==> src/rtl/fetch_unit_pkg.sv <==
// Shared constants for the fetch front end: jump opcodes and a clog2 helper
// used to size queue pointers and credit counters.
package fetch_unit_pkg;

    localparam logic [5:0] OP_J   = 6'h02;
    localparam logic [5:0] OP_JAL = 6'h03;

    function automatic int clog2(input int value);
        int r;
        r = 0;
        while ((1 << r) < value) begin
            r = r + 1;
        end
        return r;
    endfunction

endpackage

==> src/rtl/fetch_queue.sv <==
// Synchronous FIFO holding {pc, data} prefetch entries; the head is read
// combinationally so a word written this cycle is visible the next cycle.
module fetch_queue
    import fetch_unit_pkg::*;
#(
    parameter int WIDTH = 64,
    parameter int DEPTH = 4
) (
    input  logic                       clk,
    input  logic                       srst_i,
    input  logic                       push_i,
    input  logic [WIDTH-1:0]           push_data_i,
    input  logic                       pop_i,
    input  logic                       flush_i,
    output logic [clog2(DEPTH):0]      count_o,
    output logic                       head_valid_o,
    output logic [WIDTH-1:0]           head_o
);

    localparam int PTR_W = clog2(DEPTH);
    localparam int CNT_W = PTR_W + 1;

    logic [WIDTH-1:0] mem_q [DEPTH];
    logic [PTR_W-1:0] wr_ptr_q;
    logic [PTR_W-1:0] rd_ptr_q;
    logic [CNT_W-1:0] count_q;
    logic             do_push;
    logic             do_pop;

    // Flush wins over both push and pop; the caller never pushes into a full queue.
    assign do_push = push_i && !flush_i;
    assign do_pop  = pop_i && (count_q != '0) && !flush_i;

    always_ff @(posedge clk) begin
        if (srst_i || flush_i) begin
            wr_ptr_q <= '0;
            rd_ptr_q <= '0;
            count_q  <= '0;
        end else begin
            if (do_push) begin
                wr_ptr_q <= wr_ptr_q + PTR_W'(1);
            end
            if (do_pop) begin
                rd_ptr_q <= rd_ptr_q + PTR_W'(1);
            end
            count_q <= count_q + CNT_W'(do_push) - CNT_W'(do_pop);
        end
    end

    always_ff @(posedge clk) begin
        if (do_push && !srst_i) begin
            mem_q[wr_ptr_q] <= push_data_i;
        end
    end

    assign count_o      = count_q;
    assign head_valid_o = (count_q != '0);
    assign head_o       = mem_q[rd_ptr_q];

endmodule

==> src/rtl/fetch_unit.sv <==
// Decoupled instruction fetch: credit-limited requests, in-order responses into a
// prefetch queue, redirect flush. Optional J/JAL predecode under FETCH_JUMP_PREDECODE_EN.
module fetch_unit
    import fetch_unit_pkg::*;
#(
    parameter int                    ADDR_WIDTH = 32,
    parameter int                    DATA_WIDTH = 32,
    parameter int                    DEPTH      = 4,
    parameter logic [ADDR_WIDTH-1:0] RESET_PC   = '0
) (
    input  logic                  clk,
    input  logic                  reset,
    output logic                  imem_req_valid,
    input  logic                  imem_req_ready,
    output logic [ADDR_WIDTH-1:0] imem_req_addr,
    input  logic                  imem_resp_valid,
    input  logic [DATA_WIDTH-1:0] imem_resp_data,
    input  logic                  redirect_valid,
    input  logic [ADDR_WIDTH-1:0] redirect_pc,
    output logic                  inst_valid,
    input  logic                  inst_ready,
    output logic [DATA_WIDTH-1:0] inst_data,
    output logic [ADDR_WIDTH-1:0] inst_pc
);

    localparam int              CNT_W        = clog2(DEPTH) + 1;
    localparam int              ENTRY_W      = ADDR_WIDTH + DATA_WIDTH;
    localparam logic [CNT_W:0]  CREDIT_LIMIT = (CNT_W + 1)'(DEPTH);

    logic [ADDR_WIDTH-1:0] fetch_pc_q, fetch_pc_d;
    logic [ADDR_WIDTH-1:0] resp_pc_q, resp_pc_d;
    logic [CNT_W-1:0]      outstanding_q, outstanding_d;
    logic [CNT_W-1:0]      discard_q, discard_d;

    logic [CNT_W-1:0]      q_count;
    logic                  q_head_valid;
    logic [ENTRY_W-1:0]    q_head;
    logic                  q_push;
    logic                  q_flush;
    logic [CNT_W:0]        in_flight;
    logic                  req_fire;
    logic                  resp_keep;
    logic                  jump_hit;
    logic [ADDR_WIDTH-1:0] jump_target;
    logic [ADDR_WIDTH-1:0] redirect_aligned;

    // Queued words plus in-flight requests never exceed DEPTH, so a response always has a slot.
    assign in_flight        = {1'b0, q_count} + {1'b0, outstanding_q};
    assign imem_req_valid   = !reset && (in_flight < CREDIT_LIMIT);
    assign imem_req_addr    = fetch_pc_q;
    assign req_fire         = imem_req_valid && imem_req_ready;
    assign resp_keep        = imem_resp_valid && (discard_q == '0);
    assign redirect_aligned = {redirect_pc[ADDR_WIDTH-1:2], 2'b00};

`ifdef FETCH_JUMP_PREDECODE_EN
    localparam logic [ADDR_WIDTH-1:0] REGION_MASK = ~ADDR_WIDTH'(28'hFFF_FFFF);
    logic [ADDR_WIDTH-1:0] pc_plus4;
    logic [5:0]            resp_op;

    assign pc_plus4    = resp_pc_q + ADDR_WIDTH'(4);
    assign resp_op     = imem_resp_data[31:26];
    assign jump_hit    = resp_keep && ((resp_op == OP_J) || (resp_op == OP_JAL));
    assign jump_target = (pc_plus4 & REGION_MASK) | ADDR_WIDTH'({imem_resp_data[25:0], 2'b00});
`else
    assign jump_hit    = 1'b0;
    assign jump_target = '0;
`endif

    always_comb begin
        fetch_pc_d    = fetch_pc_q;
        resp_pc_d     = resp_pc_q;
        outstanding_d = outstanding_q + CNT_W'(req_fire) - CNT_W'(imem_resp_valid);
        discard_d     = discard_q;
        q_push        = 1'b0;
        q_flush       = 1'b0;

        if (imem_resp_valid && (discard_q != '0)) begin
            discard_d = discard_q - CNT_W'(1);
        end
        if (req_fire) begin
            fetch_pc_d = fetch_pc_q + ADDR_WIDTH'(4);
        end
        if (resp_keep) begin
            q_push    = 1'b1;
            resp_pc_d = resp_pc_q + ADDR_WIDTH'(4);
        end

        // Every request still in flight after this cycle belongs to the old path.
        if (redirect_valid) begin
            q_flush    = 1'b1;
            q_push     = 1'b0;
            fetch_pc_d = redirect_aligned;
            resp_pc_d  = redirect_aligned;
            discard_d  = outstanding_d;
        end else if (jump_hit) begin
            // Older queued words and the jump itself precede the target, so the queue is kept.
            fetch_pc_d = jump_target;
            resp_pc_d  = jump_target;
            discard_d  = outstanding_d;
        end
    end

    always_ff @(posedge clk) begin
        if (reset) begin
            fetch_pc_q    <= RESET_PC;
            resp_pc_q     <= RESET_PC;
            outstanding_q <= '0;
            discard_q     <= '0;
        end else begin
            fetch_pc_q    <= fetch_pc_d;
            resp_pc_q     <= resp_pc_d;
            outstanding_q <= outstanding_d;
            discard_q     <= discard_d;
        end
    end

    fetch_queue #(
        .WIDTH (ENTRY_W),
        .DEPTH (DEPTH)
    ) u_queue (
        .clk          (clk),
        .srst_i       (reset),
        .push_i       (q_push),
        .push_data_i  ({resp_pc_q, imem_resp_data}),
        .pop_i        (inst_valid && inst_ready),
        .flush_i      (q_flush),
        .count_o      (q_count),
        .head_valid_o (q_head_valid),
        .head_o       (q_head)
    );

    assign inst_valid = q_head_valid && !reset;
    assign inst_pc    = q_head[ENTRY_W-1:DATA_WIDTH];
    assign inst_data  = q_head[DATA_WIDTH-1:0];

endmodule

==> config.mk <==
export PLATFORM = sky130hd
export DESIGN_NAME = fetch_unit
export DESIGN_NICKNAME = d
export VERILOG_FILES = /design/src/rtl/fetch_unit_pkg.sv /design/src/rtl/fetch_queue.sv /design/src/rtl/fetch_unit.sv
export SDC_FILE = /design/constraint.sdc
export NUM_CORES = 1
export LEC_CHECK = 0
export ABC_AREA = 1
export CAP_MARGIN = 0
export CORE_ASPECT_RATIO = 1.1
export CORE_UTILIZATION = 60
export CTS_CLUSTER_DIAMETER = 50
export DETAILED_ROUTE_END_ITERATION = 8
export GPL_ROUTABILITY_DRIVEN = 0
export PLACE_DENSITY = 0.85
export RECOVER_POWER = 25
export SLEW_MARGIN = 30
export SYNTH_ARGS = -nofsm -noshare
export SYNTH_HDL_FRONTEND = slang
export SYNTH_SLANG_ARGS = --single-unit
==> constraint.sdc <==
create_clock -name clk -period 10.7 [get_ports clk]
set_input_delay 3.21 -clock clk [delete_from_list [all_inputs] [get_ports clk]]
set_output_delay 3.21 -clock clk [all_outputs]
set_load 0.005 [all_outputs]
==> metrics.txt <==
CTS Sinks=about 320; max-cap viol count=0; Via Count=roughly 11000; setup TNS=0 ns; hold path cells=2; first-pass GRT wire length=between 50000 and 60000 µm; Avg Inst Size Synth=between 10 and 15 µm²; Antenna Cells=0; TritonCTS clock tree=built; FILL cells=roughly 1500; # rows=between 50 and 60; fin. max-slew vios=0; max incr delay on CP=slightly below 0.5 ns; Total GRT Usage=28.1%; setup violators final=0; worst hold path class=reg2reg; initial core utilization=between 60 and 70%; synthesized area=~14000 µm²; WL/cell=~18 µm; initial antenna violation count=0; hold wc startpoint=u_queue.rd_ptr_q[1]; Via density=5.81; CP Capture Type=output pin; Reg clk slew, reported paths=roughly 0.060 ns; worst setup margin=about 3.0 ns; EDFF count, synth=around 250; Critical Path RT=7.49 ns; maximum vdd drop=~0.11 mV; Reg2Reg Launch Point=discard_q[0]; number of routed nets with antenna violations=0; hold_buf cts=0; status=finished clean; CP Max Fanout=50; Synth area leaders=edfxtp_1, dfxtp_1, nand2_1, o21ai_0, nor2_1; post-DP HPWL=21100 µm; Worst Clk Skew=0.0133 ns; RSZ-0062 raised after global routing=no; reg2reg setup slack=between 8 and 9 ns; Synth Instances=roughly 1400; vias in the first global route=around 11000; WP data arrival=approximately 4.5 ns; area grow syn2layout=20.3%; Die Span X=between 100 and 150 µm; Tmin final=7.73 ns; Netlist cell types=40; final wirelength=between 30000 and 40000 µm; worst skew pair latency=between 0.5 and 0.6 ns; PortBufs=about 160; Leak=0.00601 µW; register area share after synthesis=63.4%; flops & latches, synth=about 320; Slew @ Worst Pin=roughly 0.92 ns; Die H=between 150 and 200 µm; Synth Warn #=0; grt ovf=0; DIE AREA=24200 µm²; Setup CP Type=in2out; Post-CTS Resized=0; share of layout cells above drive strength 1=around 7.2%; fin crit share=around 72%; largest net degree at the start of global routing=93; drt first pass iters=5; R2R depth=7; CTS max path bufs=3; core box area=about 23000 µm²; net total in the final layout=~1600; Setup Buffers After CTS=0; Hold WS=approximately 0.46 ns; asr flop ratio synth=0%; Inserted Clock Buffers=30; H-tree Lvls=1; Residual DRC=0; Slew Limit Headroom=between 30% and 40%; Peak Freq=0.129 GHz; I/O pin cnt=about 170; CP Cell Sequence=buf_2 -> buf_4 -> nor2_2 -> nand3_1 -> inv_1 -> clkdlybuf4s50_1; worst r2r dst=u_queue.mem_q[3][60]; critical path's slowest cell=clkdlybuf4s50_1; leading area contributor after synthesis=edfxtp_1; Synth top area share=between 50% and 60%; CP startpoint kind=primary input; total power per unit cell area=about 160 nW/µm²; Hold Fails Final Rpt=0; DR iter-0 viols=869; dpl ws=approximately 2.9 ns; Root Driver=clkbuf_16; ys flop type=edfxtp_1
-- cell families after synthesis --
group,Yosys count,synth area share [%]
and+or+nand+nor,560,17.2
DFF,323,63.4
AOI/OAI and AO/OA,319,12.1
buffers and inverters,176,5.02
adders and majority gates,16,1.52
xor gates and xnor gates,13,0.806
other,1,0.0265
-- Yosys cell counts (3+ instances only) --
cell,number
a21oi_1,57
nand4_1,7
nor3_1,7
nor2_2,16
nor2_4,8
buf_4,6
o21ai_0,161
edfxtp_1,248
a31oi_1,10
ha_1,14
inv_1,101
inv_2,12
buf_2,15
nand3_1,70
xor2_1,10
o21ai_1,19
and2_1,3
dfxtp_1,75
o22ai_1,64
o21bai_1,3
xnor2_1,3
clkbuf_1,39
nand2_2,7
nand2_1,228
nor2_1,206
-- worst max-delay path, delay by kind of cell --
family                 cells  cell delay, ns
buffers and inverters      4            0.94
and+or+nand+nor            2            0.36
-- final cells by class --
class | count | area (µm²) | area share (%)
multi-input cells | 912 | 4510 | 26.5
repair buffers | 171 | 1680 | 9.90
flip-flops and latches | 323 | 8950 | 52.7
clock buffers | 39 | 826 | 4.86
clock inverters | 17 | 224 | 1.32
well taps | 300 | 375 | 2.21
inverters | 113 | 425 | 2.50
-- per-stage QoR --
step | utilization [%] | cell area (µm²) | power, µW | std cells
2_1_floorplan | - | 14100 | 1570 | 1411
3_3_place_gp | 69.3 | 15900 | 1680 | 1819
3_5_place_dp | 69.3 | 15900 | 1680 | 1819
4_1_cts | 73.9 | 17000 | 2790 | 1875
5_1_grt | 73.9 | 17000 | 2870 | 1875
6_report | 73.9 | 17000 | 2780 | 1875
-- power breakdown --
part	internal [µW]	total (µW)	switching [µW]
Sequential	1390	1430	42.4
Clock	668	1120	453
Combinational	99.5	229	129
-- placed cells by master, fill, tap and decap left out, types with 12 or more instances in the layout --
cell type	synthesis	routed
edfxtp_1	248	248
nand2_1	228	228
nor2_1	206	202
o21ai_0	161	161
clkdlybuf4s50_1	0	147
inv_1	101	100
dfxtp_1	75	73
nand3_1	70	70
o22ai_1	64	64
a21oi_1	57	57
clkbuf_16	0	31
o21ai_1	19	19
nor2_2	16	16
ha_1	14	14
dlygate4sd3_1	0	13
nor2_4	8	12
inv_2	12	12
-- worst max-delay path by stage --
stage                from        endpoint  slack [ns]  cells after the start
global placement    reset  imem_req_valid        2.96                      6
finish              reset  imem_req_valid        2.97                      6
global route        reset  imem_req_valid        2.87                      6
detailed placement  reset  imem_req_valid        2.94                      6
CTS                 reset  imem_req_valid        2.94                      6
floorplan           reset      inst_valid        3.66                      3
-- per-layer routing --
metal / vias to the layer above / part of all wire [%] / track usage, %
met5: - / 0 / 0
met4: 0 / 3.0 / 11.5
met3: 84 / 8.9 / 4.59
met2: 543 / 50 / 49.9
met1: 5116 / 38 / 34.0
li1: 5158 / - / -
-- flip-flops by register name, summed over array words and instances, names as in the netlist, named ones only --
register / cells
u_queue.mem_q: 248
imem_req_addr: 30
resp_pc_q: 30
discard_q: 3
outstanding_q: 3
u_queue.count_o: 3
u_queue.rd_ptr_q: 2
u_queue.wr_ptr_q: 2
No activity file was read; power rests on OpenSTA's default activity.
